===== src/rtl/game_door_ctrl.sv =====
`default_nettype none
// ============================================================================
//  Module      : game_door_ctrl
//  Description : Frame-paced door controller for the game wall stage. The
//                door opens when a key-holding player stands at it, stays open
//                while the zone is occupied and, when GAME_DOOR_AUTOCLOSE_EN
//                is defined, closes again after a hold time.
//                Optional feature macro: GAME_DOOR_AUTOCLOSE_EN
//  Revision    : 1.0 - initial release
// ============================================================================
module game_door_ctrl #(
    parameter int unsigned OPEN_FRAMES  = 16,
    parameter int unsigned HOLD_FRAMES  = 180,
    parameter int unsigned CLOSE_FRAMES = 16
) (
    input  logic       clk,
    input  logic       rst,
    input  logic       vsync,
    input  logic       key_in,
    input  logic       player_at_door,
    output logic       door_out,
    output logic [1:0] door_state,
    output logic       door_evt
);

    typedef enum logic [1:0] {
        ST_CLOSED  = 2'b00,
        ST_OPENING = 2'b01,
        ST_OPEN    = 2'b10,
        ST_CLOSING = 2'b11
    } state_t;

    // Last counter value of each timed state (limit - 1)
    localparam logic [7:0] c_open_last  = 8'(OPEN_FRAMES - 1);
    localparam logic [7:0] c_hold_last  = 8'(HOLD_FRAMES - 1);
    localparam logic [7:0] c_close_last = 8'(CLOSE_FRAMES - 1);

    state_t     r_state;
    state_t     w_next_state;
    logic [7:0] r_cnt;
    logic [7:0] w_next_cnt;
    logic [7:0] w_last;
    logic       w_at_last;
    logic       r_vsync_prev;
    logic       w_tick;
    logic       r_door_out;
    logic [1:0] r_door_state;
    logic       r_door_evt;

    // One tick per vsync rising edge
    assign w_tick    = vsync & ~r_vsync_prev;
    assign w_at_last = (r_cnt == w_last);

    assign door_out   = r_door_out;
    assign door_state = r_door_state;
    assign door_evt   = r_door_evt;

    // Select the expiry value for the state currently being timed
    always_comb begin
        w_last = 8'd0;
        case (r_state)
            ST_OPENING: w_last = c_open_last;
            ST_OPEN:    w_last = c_hold_last;
            ST_CLOSING: w_last = c_close_last;
            default:    w_last = 8'd0;
        endcase
    end

    // Next-state and frame-counter logic; player presence beats expiry
    always_comb begin
        w_next_state = r_state;
        w_next_cnt   = r_cnt;
        case (r_state)
            ST_CLOSED: begin
                w_next_cnt = 8'd0;
                if (key_in && player_at_door) begin
                    w_next_state = ST_OPENING;
                end
            end
            ST_OPENING: begin
                if (w_tick) begin
                    if (w_at_last) begin
                        w_next_state = ST_OPEN;
                        w_next_cnt   = 8'd0;
                    end else begin
                        w_next_cnt = r_cnt + 8'd1;
                    end
                end
            end
            ST_OPEN: begin
`ifdef GAME_DOOR_AUTOCLOSE_EN
                if (player_at_door) begin
                    w_next_cnt = 8'd0;
                end else if (w_tick) begin
                    if (w_at_last) begin
                        w_next_state = ST_CLOSING;
                        w_next_cnt   = 8'd0;
                    end else begin
                        w_next_cnt = r_cnt + 8'd1;
                    end
                end
`else
                // Without auto-close the open door is terminal until reset
                w_next_cnt = 8'd0;
`endif
            end
            ST_CLOSING: begin
                if (player_at_door) begin
                    w_next_state = ST_OPEN;
                    w_next_cnt   = 8'd0;
                end else if (w_tick) begin
                    if (w_at_last) begin
                        w_next_state = ST_CLOSED;
                        w_next_cnt   = 8'd0;
                    end else begin
                        w_next_cnt = r_cnt + 8'd1;
                    end
                end
            end
            default: begin
                w_next_state = ST_CLOSED;
                w_next_cnt   = 8'd0;
            end
        endcase
    end

    // State, counter, edge detector and outputs registered from next-state
    always_ff @(posedge clk) begin
        if (!rst) begin
            r_state      <= ST_CLOSED;
            r_cnt        <= 8'd0;
            r_vsync_prev <= 1'b0;
            r_door_out   <= 1'b0;
            r_door_state <= 2'b00;
            r_door_evt   <= 1'b0;
        end else begin
            r_state      <= w_next_state;
            r_cnt        <= w_next_cnt;
            r_vsync_prev <= vsync;
            r_door_out   <= (w_next_state == ST_OPEN);
            r_door_state <= w_next_state;
            r_door_evt   <= (w_next_state == ST_OPEN) && (r_state != ST_OPEN);
        end
    end

endmodule
`default_nettype wire

===== config.mk =====
export PLATFORM = sky130hd
export DESIGN_NAME = game_door_ctrl
export DESIGN_NICKNAME = d
export VERILOG_FILES = /design/src/rtl/game_door_ctrl.sv
export SDC_FILE = /design/constraint.sdc
export NUM_CORES = 1
export LEC_CHECK = 0
export BUFFER_PORTS_ARGS = -buffer_cell sky130_fd_sc_hd__buf_2
export CAP_MARGIN = 25
export CORE_AREA = 2 2 39 41
export DETAILED_ROUTE_END_ITERATION = 12
export DIE_AREA = 0 0 41 43
export HOLD_SLACK_MARGIN = 0.08
export PLACE_DENSITY = 0.77
export REMOVE_ABC_BUFFERS = 1
export SLEW_MARGIN = 20
export SYNTH_ARGS = -nofsm -noshare
export SYNTH_HDL_FRONTEND = slang
export SYNTH_SLANG_ARGS = --single-unit

===== constraint.sdc =====
create_clock -name clk -period 1.7 [get_ports clk]
set_clock_uncertainty 0.2 [all_clocks]
set_input_delay 0.51 -clock clk [delete_from_list [all_inputs] [get_ports clk]]
set_output_delay 0.51 -clock clk [all_outputs]
set_load 0.03 [all_outputs]

# After elaboration in Yosys (flattened, before gate mapping)
# Cells that the tools add are included.
[op_classes]
n_addsub = 1
eq_ne = 6
mux = 12
n_bitwise = 2
reduce_logical = 5
[op_table]
columns = ["operator", "n"]
rows = [
  ["8-bit two-way mux", 3],
  ["8-bit case mux with 3 select lines", 1],
  ["8-bit case mux with 2 select lines", 1],
  ["2-bit two-way mux", 6],
  ["8-bit by 1-bit adder with 8-bit output, second input constant", 1],
  ["8-bit equality test", 1],
  ["2-bit equality test, second input constant", 3],
  ["2-bit case mux with 3 select lines", 1],
  ["2-bit OR reduction", 2],
  ["2-bit by 1-bit equality test with 1-bit output, second input constant", 1],
  ["1-bit logical AND", 2],
  ["2-bit zero test", 1],
  ["2-bit != test, second input constant", 1],
  ["1-bit AND", 1],
  ["1-bit NOT", 1],
]
[word_totals]
ff_bits = 13
inputBits = 5
out_inout_bits = 4
elab_cells = 31

# Depth between registers and ports, before layout
# Gate-level depths: netlist (run 1).
[depth]
depth_word = 10
depth_mapped = 5

# Worst setup path after synthesis (run 1)
# Ideal clock, no wire load.
[synth_path]
kind = "reg-to-reg"
start = "register, netlist name door_state[1]"
end = "register r_door_state[1] (netlist: door_state[1])"
setup_ns = 0.116
arrival_ns = 1.491
required_ns = 1.384
slack_ns = -0.107
path_stages_with_launch = 6
path_buffers = 1
path_cell_list = "dfxtp_1 > buf_4 > or2b_1 > a22o_1 > a41o_1 > and3_1"
[synth_lines]
columns = ["item", "line_no", "text"]
rows = [
  ["end signal, assigned", "141", "r_door_state <= w_next_state;"],
  ["end, declared", "47", "logic [1:0] r_door_state;"],
]

# Final worst setup path (run 1)
[layout_path]
start = "register r_door_state[0] (netlist: door_state[0])"
end = "output port door_state[0]"
[layout_lines]
columns = ["item", "line_no", "text"]
rows = [
  ["end, declared", "22", "output logic [1:0] door_state,"],
]
# No word-level cell between the ends.

==> run metrics, run 1 <==
CTS tree built; Slew Viols, Final 0; CTS clk-pin slew, worst paths 0.08 ns; mean area per synthesized cell between 9 and 10 sq um; number of max-cap violations 0; layout cells sized above 1 0.286; Max FO, Critical Path 6; number of synthesized flops with an enable pin 0; fillers about 130; clock root buffer clkbuf_4; first-pass GRT wire length 1.98 mm; pre-CTS WS around 0.024 ns; Remaining DRCs 0; # rows 14; Fmax achieved 0.605 GHz; Clock Sinks 13; Cells after DPL 96; die height approximately 43 um; largest net degree at the start of global routing 8; DIE AREA around 1800 sq um; number of buffers created by CTS 3; Netlist cell types 32; post-synthesis async set-or-reset flop share 0; slowest CP cell dfxtp_4; Buf+Inv Stages, Crit Path 2; post-route ant nets 0; fin area approximately 760 sq um; initial antenna violation count 0; total grt overflow 0; post-synthesis register bit count 13; Worst-Skew Late Latency 0.27 ns; DP Area roughly 720 sq um; critical path's largest stage delay 0.37 ns; GP Congestion 0.773; core area 1380 sq um; routed len/inst between 10 and 15 um; final setup violation count 0; Mapped Cells around 70; post-route clock period utilization 0.973; sequential power share 0.575; storage element area 265 sq um; H-tree depth 1; Reg2Reg Setup Slack 0.12 ns; slew margin rel. 0.765; RR Endpoint door_state[1]; synthesized cell area 639 sq um; worst setup margin approximately 0.046 ns; Internal about 420 uW; Hold Crit Depth 2; overall power 543 uW; I/O Buffers 8; kind of cell adding the most delay to the critical path flip-flops; RSZ-0062 raised after global routing false; placed wire-length estimate 913 um; combinational share of power 0.081; Nets 91; worst endpoint required time 0.99 ns; post-synthesis sequential area ratio 0.407; cell chain of the critical path buf_4 -> clkbuf_4; postcts setup bufs 0; Yosys Warn Count 0; Layout area overhead 18.6%; reg2reg start r_cnt[6]; Worst setup EP type output port; Starting Density 0.462; sw power 124 uW; Primary FF master, synth dfxtp_1; vias in the first global route approximately 490; Starting DRT DRC Count 13; crit path kind flip-flop to output port; reg2reg path depth 4; Core Util, Final 0.548; Clock Tree Buf Depth 2; all-layer global routing usage 0.161; Clock Power Share 0.344; min-delay src vsync; Least-Margin Pin Slew 0.352 ns; area of the multi-input gates 360 sq um; Max IR drop VDD roughly 440 uV; n_diodes 0; Hold Path Sink r_vsync_prev; vias per inst 5.14; Critical Path Stages 2; DRT Wirelength around 1.2 mm; Via Count between 500 and 600; DRT Pass-1 Iters 4; Final Hold Fails 0; Layout Cells excl Fill 100; sw frac 0.228; Worst setup SP type flip-flop; Leak 0.334 nW; Die Wd 41 um; minimum clock period between 1.5 and 2 ns; Hold Path Class input pin to flip-flop; arrival time worst endpoint roughly 0.94 ns; IO Pins 9; outcome complete, no violations; power density cells ~720 nW/um^2
-- cells in the final DEF (no fill, tap or decap), types with 2 or more instances in the layout --
cell type	count
dfxtp_1	11
nor2_1	10
xor2_1	6
buf_2	6
buf_4	6
nand2_1	5
clkbuf_4	4
and2_1	3
nand3_1	3
nand4_1	3
a21oi_1	2
-- worst register-to-register path, cell delays in order (launching register included) --
cell	delay [ns]
dfxtp_1	0.40
and4bb_1	0.25
a22o_1	0.25
a41o_1	0.22
and3_1	0.15
-- sequential cells by signal (all words and copies together), names as in the netlist --
signal        count
door_evt          1
r_cnt             8
door_out          1
door_state        2
r_vsync_prev      1
-- Yosys cell counts, types with 2 or more instances --
cell type	instances	area, sq um
nor2_1	10	37.5
nand3_1	3	15.0
nand4_1	3	18.8
and2_1	3	18.8
xor2_1	6	52.6
nand2_1	5	18.8
a21oi_1	2	10.0
dfxtp_1	13	260
-- stage by stage --
step           setup TNS, ns  hold slack (ns)
2_1_floorplan        -0.0555            0.272
3_3_place_gp               0            0.300
3_5_place_dp               0            0.294
4_1_cts                    0            0.259
5_1_grt                    0            0.266
6_report                   0            0.266
-- metal layers --
| layer | part of all wire | track usage | up-vias |
|---|---|---|---|
| li1 | - | - | 274 |
| met1 | 0.46 | 0.205 | 231 |
| met2 | 0.49 | 0.256 | 9 |
| met3 | 0.044 | 0.0314 | 0 |
| met4 | 0 | 0.0600 | 0 |
| met5 | 0 | 0 | - |
-- repair_timing --
item                       in CTS  in global routing
hold buffers                    0                  0
setup endpoints to repair       2                  2
resized for setup               2                  3
-- layout make-up --
class,count,share of cell area
inverters,1,0.00495
well taps,16,0.0264
multi-input cells,53,0.475
repair buffers,13,0.109
flip-flops and latches,13,0.350
clock buffers,4,0.0347
-- power by group through the flow --
stage | Sequential (mW) | Clock [mW] | Combinational, mW
6_report | 0.312 | 0.187 | 0.0438
3_5_place_dp | 0.320 | 0 | 0.0430
4_1_cts | 0.313 | 0.198 | 0.0432
3_3_place_gp | 0.320 | 0 | 0.0421
2_1_floorplan | 0.323 | 0 | 0.0189
5_1_grt | 0.313 | 0.210 | 0.0486
-- cell families after synthesis --
kind of cell	share of synthesized area
xor gates and xnor gates	0.0959
buffers and inverters	0.0294
adders and majority gates	0.0196
AOI/OAI and AO/OA	0.0978
DFF	0.407
and+or+nand+nor	0.317
muxes	0.0333
-- worst max-delay path by stage --
stage	start	endpoint
after floorplan	door_state[1]	door_state[1]
after global placement	vsync	door_state[1]
after detailed placement	vsync	door_evt
after CTS	door_state[1]	door_state[1]
after global routing	door_state[1]	door_state[1]
final	door_state[0]	door_state[0]
(Power assumes the default switching activity.)
==> run 2: changes to the inputs <==
- PLACE_DENSITY: 0.77 -> 0.75
==> run metrics, run 2 (synthesis results as in run 1) <==
outcome complete, no violations; Clock Tree Buf Depth 2 (unchanged); kind of cell adding the most delay to the critical path flip-flops; I/O Buffers 8 (unchanged); Hold Path Class input pin to flip-flop; first-pass GRT wire length 1.73 mm (-13%); Worst setup SP type flip-flop; slowest CP cell dfxtp_4; Least-Margin Pin Slew 0.337 ns (-0.0150 ns); Starting Density 0.462 (unchanged); # rows 14 (unchanged); core area 1380 sq um (unchanged); setup TNS 0 ns (unchanged); total grt overflow 0 (unchanged); Buf+Inv Stages, Crit Path 2 (unchanged); Worst-Skew Late Latency 0.28 ns (about the same); Max FO, Critical Path 6 (unchanged); arrival time worst endpoint 0.95 ns (about the same); Core Util, Final 0.545 (-0.00271); RSZ-0062 raised after global routing false; DIE AREA 1760 sq um (unchanged); Via Count 517 (+0.58%); number of buffers created by CTS 3 (unchanged); Nets 91 (unchanged); placed wire-length estimate 836 um (-8.5%); number of max-cap violations 0 (unchanged); worst endpoint required time 0.99 ns (about the same); Leak 0.333 nW (-0.11%); CTS clk-pin slew, worst paths 0.08 ns (about the same); DRT Pass-1 Iters 4 (unchanged); layout cells sized above 1 0.274 (-0.0119); H-tree depth 1 (unchanged); minimum clock period 1.66 ns (+0.00629 ns); clock root buffer clkbuf_4; storage element area 264 sq um (-0.47%); die height 43 um (unchanged); Remaining DRCs 0 (unchanged); post-route ant nets 0 (unchanged); Most flops, register r_cnt; Clock Sinks 13 (unchanged); IO Pins 9 (unchanged); fin area 754 sq um (-0.49%); initial antenna violation count 0 (unchanged); final setup violation count 0 (unchanged); vias in the first global route 453 (-7.7%); most frequent cells in the layout dfxtp_1, nor2_1, buf_2; n_diodes 0 (unchanged); power density cells 726 nW/um^2 (+1.3%); Die Wd 41 um (unchanged); Worst setup EP type output port; vias per inst 5.17 (+0.58%); critical path's largest stage delay 0.37 ns (about the same); cell chain of the critical path buf_4 -> clkbuf_4; Starting DRT DRC Count 9 (-4); slew margin rel. 0.775 (+0.0100); fillers 134 (+6.3%); all-layer global routing usage 0.141 (-0.0198); Layout area overhead 18.0%; GP Congestion 0.772 (-0.14%); Final Hold Fails 0 (unchanged); CTS tree built; area of the multi-input gates 360 sq um (unchanged); DP Area 722 sq um (unchanged); commonest non-fill, non-tap cell in the layout dfxtp_1; Max IR drop VDD 469 uV (+5.7%); postcts setup bufs 0 (unchanged); largest net degree at the start of global routing 8 (unchanged); Slew Viols, Final 0 (unchanged); Fmax achieved 0.602 GHz (-0.38%); routed len/inst 10.7 um (-7.9%); overall power 548 uW (+0.81%); post-route clock period utilization 0.976 (+0.00370); DRT Wirelength 1.07 mm (-7.9%); crit path kind flip-flop to output port; max reg flops 8 (unchanged)
## run 2: cell counts in the layout (fill, tap and decap cells not counted)
No cell type changed its count.
## run 2: final cells by class
| class | instances | share of cell area |
|---|---|---|
| Multi-Input combinational cell | 53 | 0.478 |
| Sequential cell | 13 | 0.350 |
| Timing Repair Buffer | 13 | 0.106 |
| Clock buffer | 4 | 0.0348 |
| Tap cell | 16 | 0.0265 |
| Inverter | 1 | 0.00498 |
## run 2: path summary, 6_finish.rpt
kind,start,end,slack [ns],depth (start not counted)
worst max register to register,r_cnt[6],door_state[1],0.12,4
worst max-delay path,door_state[0],door_state[0],0.04,2
worst min register to register,r_cnt[3],r_cnt[3],0.33,2
worst min-delay path,vsync,r_vsync_prev,0.26,2
## run 2: stage by stage
stage	instances	worst slack, ns	hold WS [ns]
after CTS	100	0.0114	0.255
after global placement	96	0.0439	0.301
after detailed placement	96	0.0292	0.316
final	100	0.0400	0.263
after floorplan	67	-0.0555	0.272
after global routing	100	0.0169	0.277
## run 2: power by group
| group | switching (mW) | total (mW) | internal [mW] |
|---|---|---|---|
| registers | 0.00429 | 0.312 | 0.308 |
| clock network | 0.101 | 0.192 | 0.0910 |
| logic | 0.0227 | 0.0433 | 0.0206 |
## run 2: timing repair
item	CTS	global route
resized for setup	1	2
endpoints found under the hold margin	0	0
endpoints found under the setup margin	1	1
hold buffers	0	0
## run 2: layer usage
| metal | vias up | GRT usage | part of all wire |
|---|---|---|---|
| li1 | 272 | - | - |
| met1 | 232 | 0.183 | 0.48 |
| met5 | - | 0 | 0 |
| met2 | 11 | 0.216 | 0.45 |
| met4 | 0 | 0.0600 | 0.017 |
| met3 | 2 | 0.0314 | 0.050 |
==> run 3: changes to the inputs <==
- PLACE_DENSITY: 0.75 -> 0.8
- SETUP_SLACK_MARGIN: not set -> 0.2
==> run metrics, run 3 (synthesis results as in run 1) <==
outcome complete, no violations; total grt overflow 0 (unchanged); Buf+Inv Stages, Crit Path 2 (unchanged); routed len/inst 11.8 um (+11%); Hold Path Class input pin to flip-flop; DIE AREA 1760 sq um (unchanged); clock root buffer clkbuf_4; Fmax achieved 0.625 GHz (+3.7%); slowest CP cell dfxtp_4; GP Congestion 0.748 (-3.0%); final setup violation count 0 (unchanged); setup TNS 0 ns (unchanged); number of buffers created by CTS 3 (unchanged); Least-Margin Pin Slew 0.312 ns (-0.0258 ns); IO Pins 9 (unchanged); pre-CTS WS 0.0312 ns (+0.00197 ns); placed wire-length estimate 822 um (-1.7%); arrival time worst endpoint 0.89 ns (-0.06 ns); Die Wd 41 um (unchanged); worst endpoint required time 0.99 ns (about the same); layout cells sized above 1 0.353 (+0.0791); power density cells 680 nW/um^2 (-6.3%); minimum clock period 1.60 ns (-0.0598 ns); core area 1380 sq um (unchanged); Slew Viols, Final 0 (unchanged); Layout area overhead 26.6%; die height 43 um (unchanged); Remaining DRCs 0 (unchanged); post-route ant nets 0 (unchanged); Starting Density 0.462 (unchanged); RSZ-0062 raised after global routing true; kind of cell adding the most delay to the critical path flip-flops; Hold Crit Depth 2 (unchanged); CTS clk-pin slew, worst paths 0.09 ns (about the same); number of max-cap violations 0 (unchanged); commonest non-fill, non-tap cell in the layout nor2_1; # rows 14 (unchanged); worst setup margin 0.0999 ns (+0.0598 ns); Max IR drop VDD 423 uV (-9.8%); reg2reg start door_state[1]; Clock Sinks 13 (unchanged); reg2reg path depth 4 (unchanged); Max FO, Critical Path 6 (unchanged); all-layer global routing usage 0.168 (+0.0262); most frequent cells in the layout nor2_1, dfxtp_1, xor2_1; crit path kind flip-flop to output port; Nets 92 (+1.1%); overall power 551 uW (+0.55%); Via Count 540 (+4.4%); slew margin rel. 0.792 (+0.0172); post-route clock period utilization 0.941 (-0.0352); H-tree depth 1 (unchanged); DRT Wirelength 1.20 mm (+12%); Starting DRT DRC Count 9 (unchanged); Worst setup SP type flip-flop; I/O Buffers 8 (unchanged); Final Hold Fails 0 (unchanged); Critical Path Most Common Cell buf_6; Leak 0.354 nW (+6.3%); min-delay src vsync; n_diodes 0 (unchanged); # hold bufs at CTS 0 (unchanged); RR Endpoint door_state[1]; DRT Pass-1 Iters 4 (unchanged); initial antenna violation count 0 (unchanged); vias per inst 5.35 (+3.4%); Clock Tree Buf Depth 2 (unchanged); cell chain of the critical path buf_6 -> buf_6; Most flops, register r_cnt; Worst-Skew Late Latency 0.28 ns (about the same); critical path's largest stage delay 0.37 ns (about the same); largest net degree at the start of global routing 10 (+2); Worst setup EP type output port; first-pass GRT wire length 2.04 mm (+18%); max reg flops 8 (unchanged); vias in the first global route 512 (+13%); Hold Path Sink r_vsync_prev; CTS tree built; Reg2Reg Setup Slack 0.15 ns (+0.03 ns)
-- run 3: changes by cell type in the layout (fill, tap and decap cells not counted), sizes merged --
cell and delta:
buf +2, clkbuf -1
-- run 3: final cells by class --
cell class | count | area, sq um
Multi-Input combinational cell | 53 | 379
Clock buffer | 4 | 26.3
Fill cell | 123 | 574
Tap cell | 16 | 20.0
Timing Repair Buffer | 14 | 108
Sequential cell | 13 | 273
Inverter | 1 | 3.75
-- run 3: how the worst max path moves through the flow --
stage,from,to,slack (ns),cells past startpoint
6_report,door_state[1],door_state[1],0.1,2
5_1_grt,door_state[1],door_state[1],0.09,2
4_1_cts,door_state[1],door_state[1],0.11,2
3_5_place_dp,vsync,door_evt,0.03,5
3_3_place_gp,vsync,door_evt,0.05,5
2_1_floorplan,door_state[1],door_state[1],-0.06,4
-- run 3: where the power goes --
group,switching (mW),internal (mW),total (mW)
Clock,0.102,0.0910,0.193
Sequential,0.00473,0.305,0.310
Combinational,0.0249,0.0236,0.0485
Total,0.131,0.420,0.551
-- run 3: through the flow --
step | hold slack [ns] | util | instance area [sq um] | instances
after floorplan | 0.272 | - | 624 | 67
after global placement | 0.302 | 0.511 | 707 | 94
after detailed placement | 0.298 | 0.511 | 707 | 94
after CTS | 0.263 | 0.571 | 790 | 101
after global routing | 0.288 | 0.585 | 810 | 101
final | 0.251 | 0.585 | 810 | 101
-- run 3: repair_timing --
item                       4_1_cts  5_1_grt
hold endpoints to repair         0        0
pin swaps                        1        3
buffers inserted                 3        0
setup endpoints to repair       13       15
resized for setup               11        8
cloned                           0        0
-- run 3: metal layers --
metal  part of all wire  routed length, um  track usage  vias to the layer above
li1                   -                  -            -                      275
met1               0.48                573        0.229                      252
met2               0.46                554        0.244                       11
met3              0.044                 53       0.0419                        2
met4              0.012                 14       0.0667                        0
met5                  0                  0            0                        -
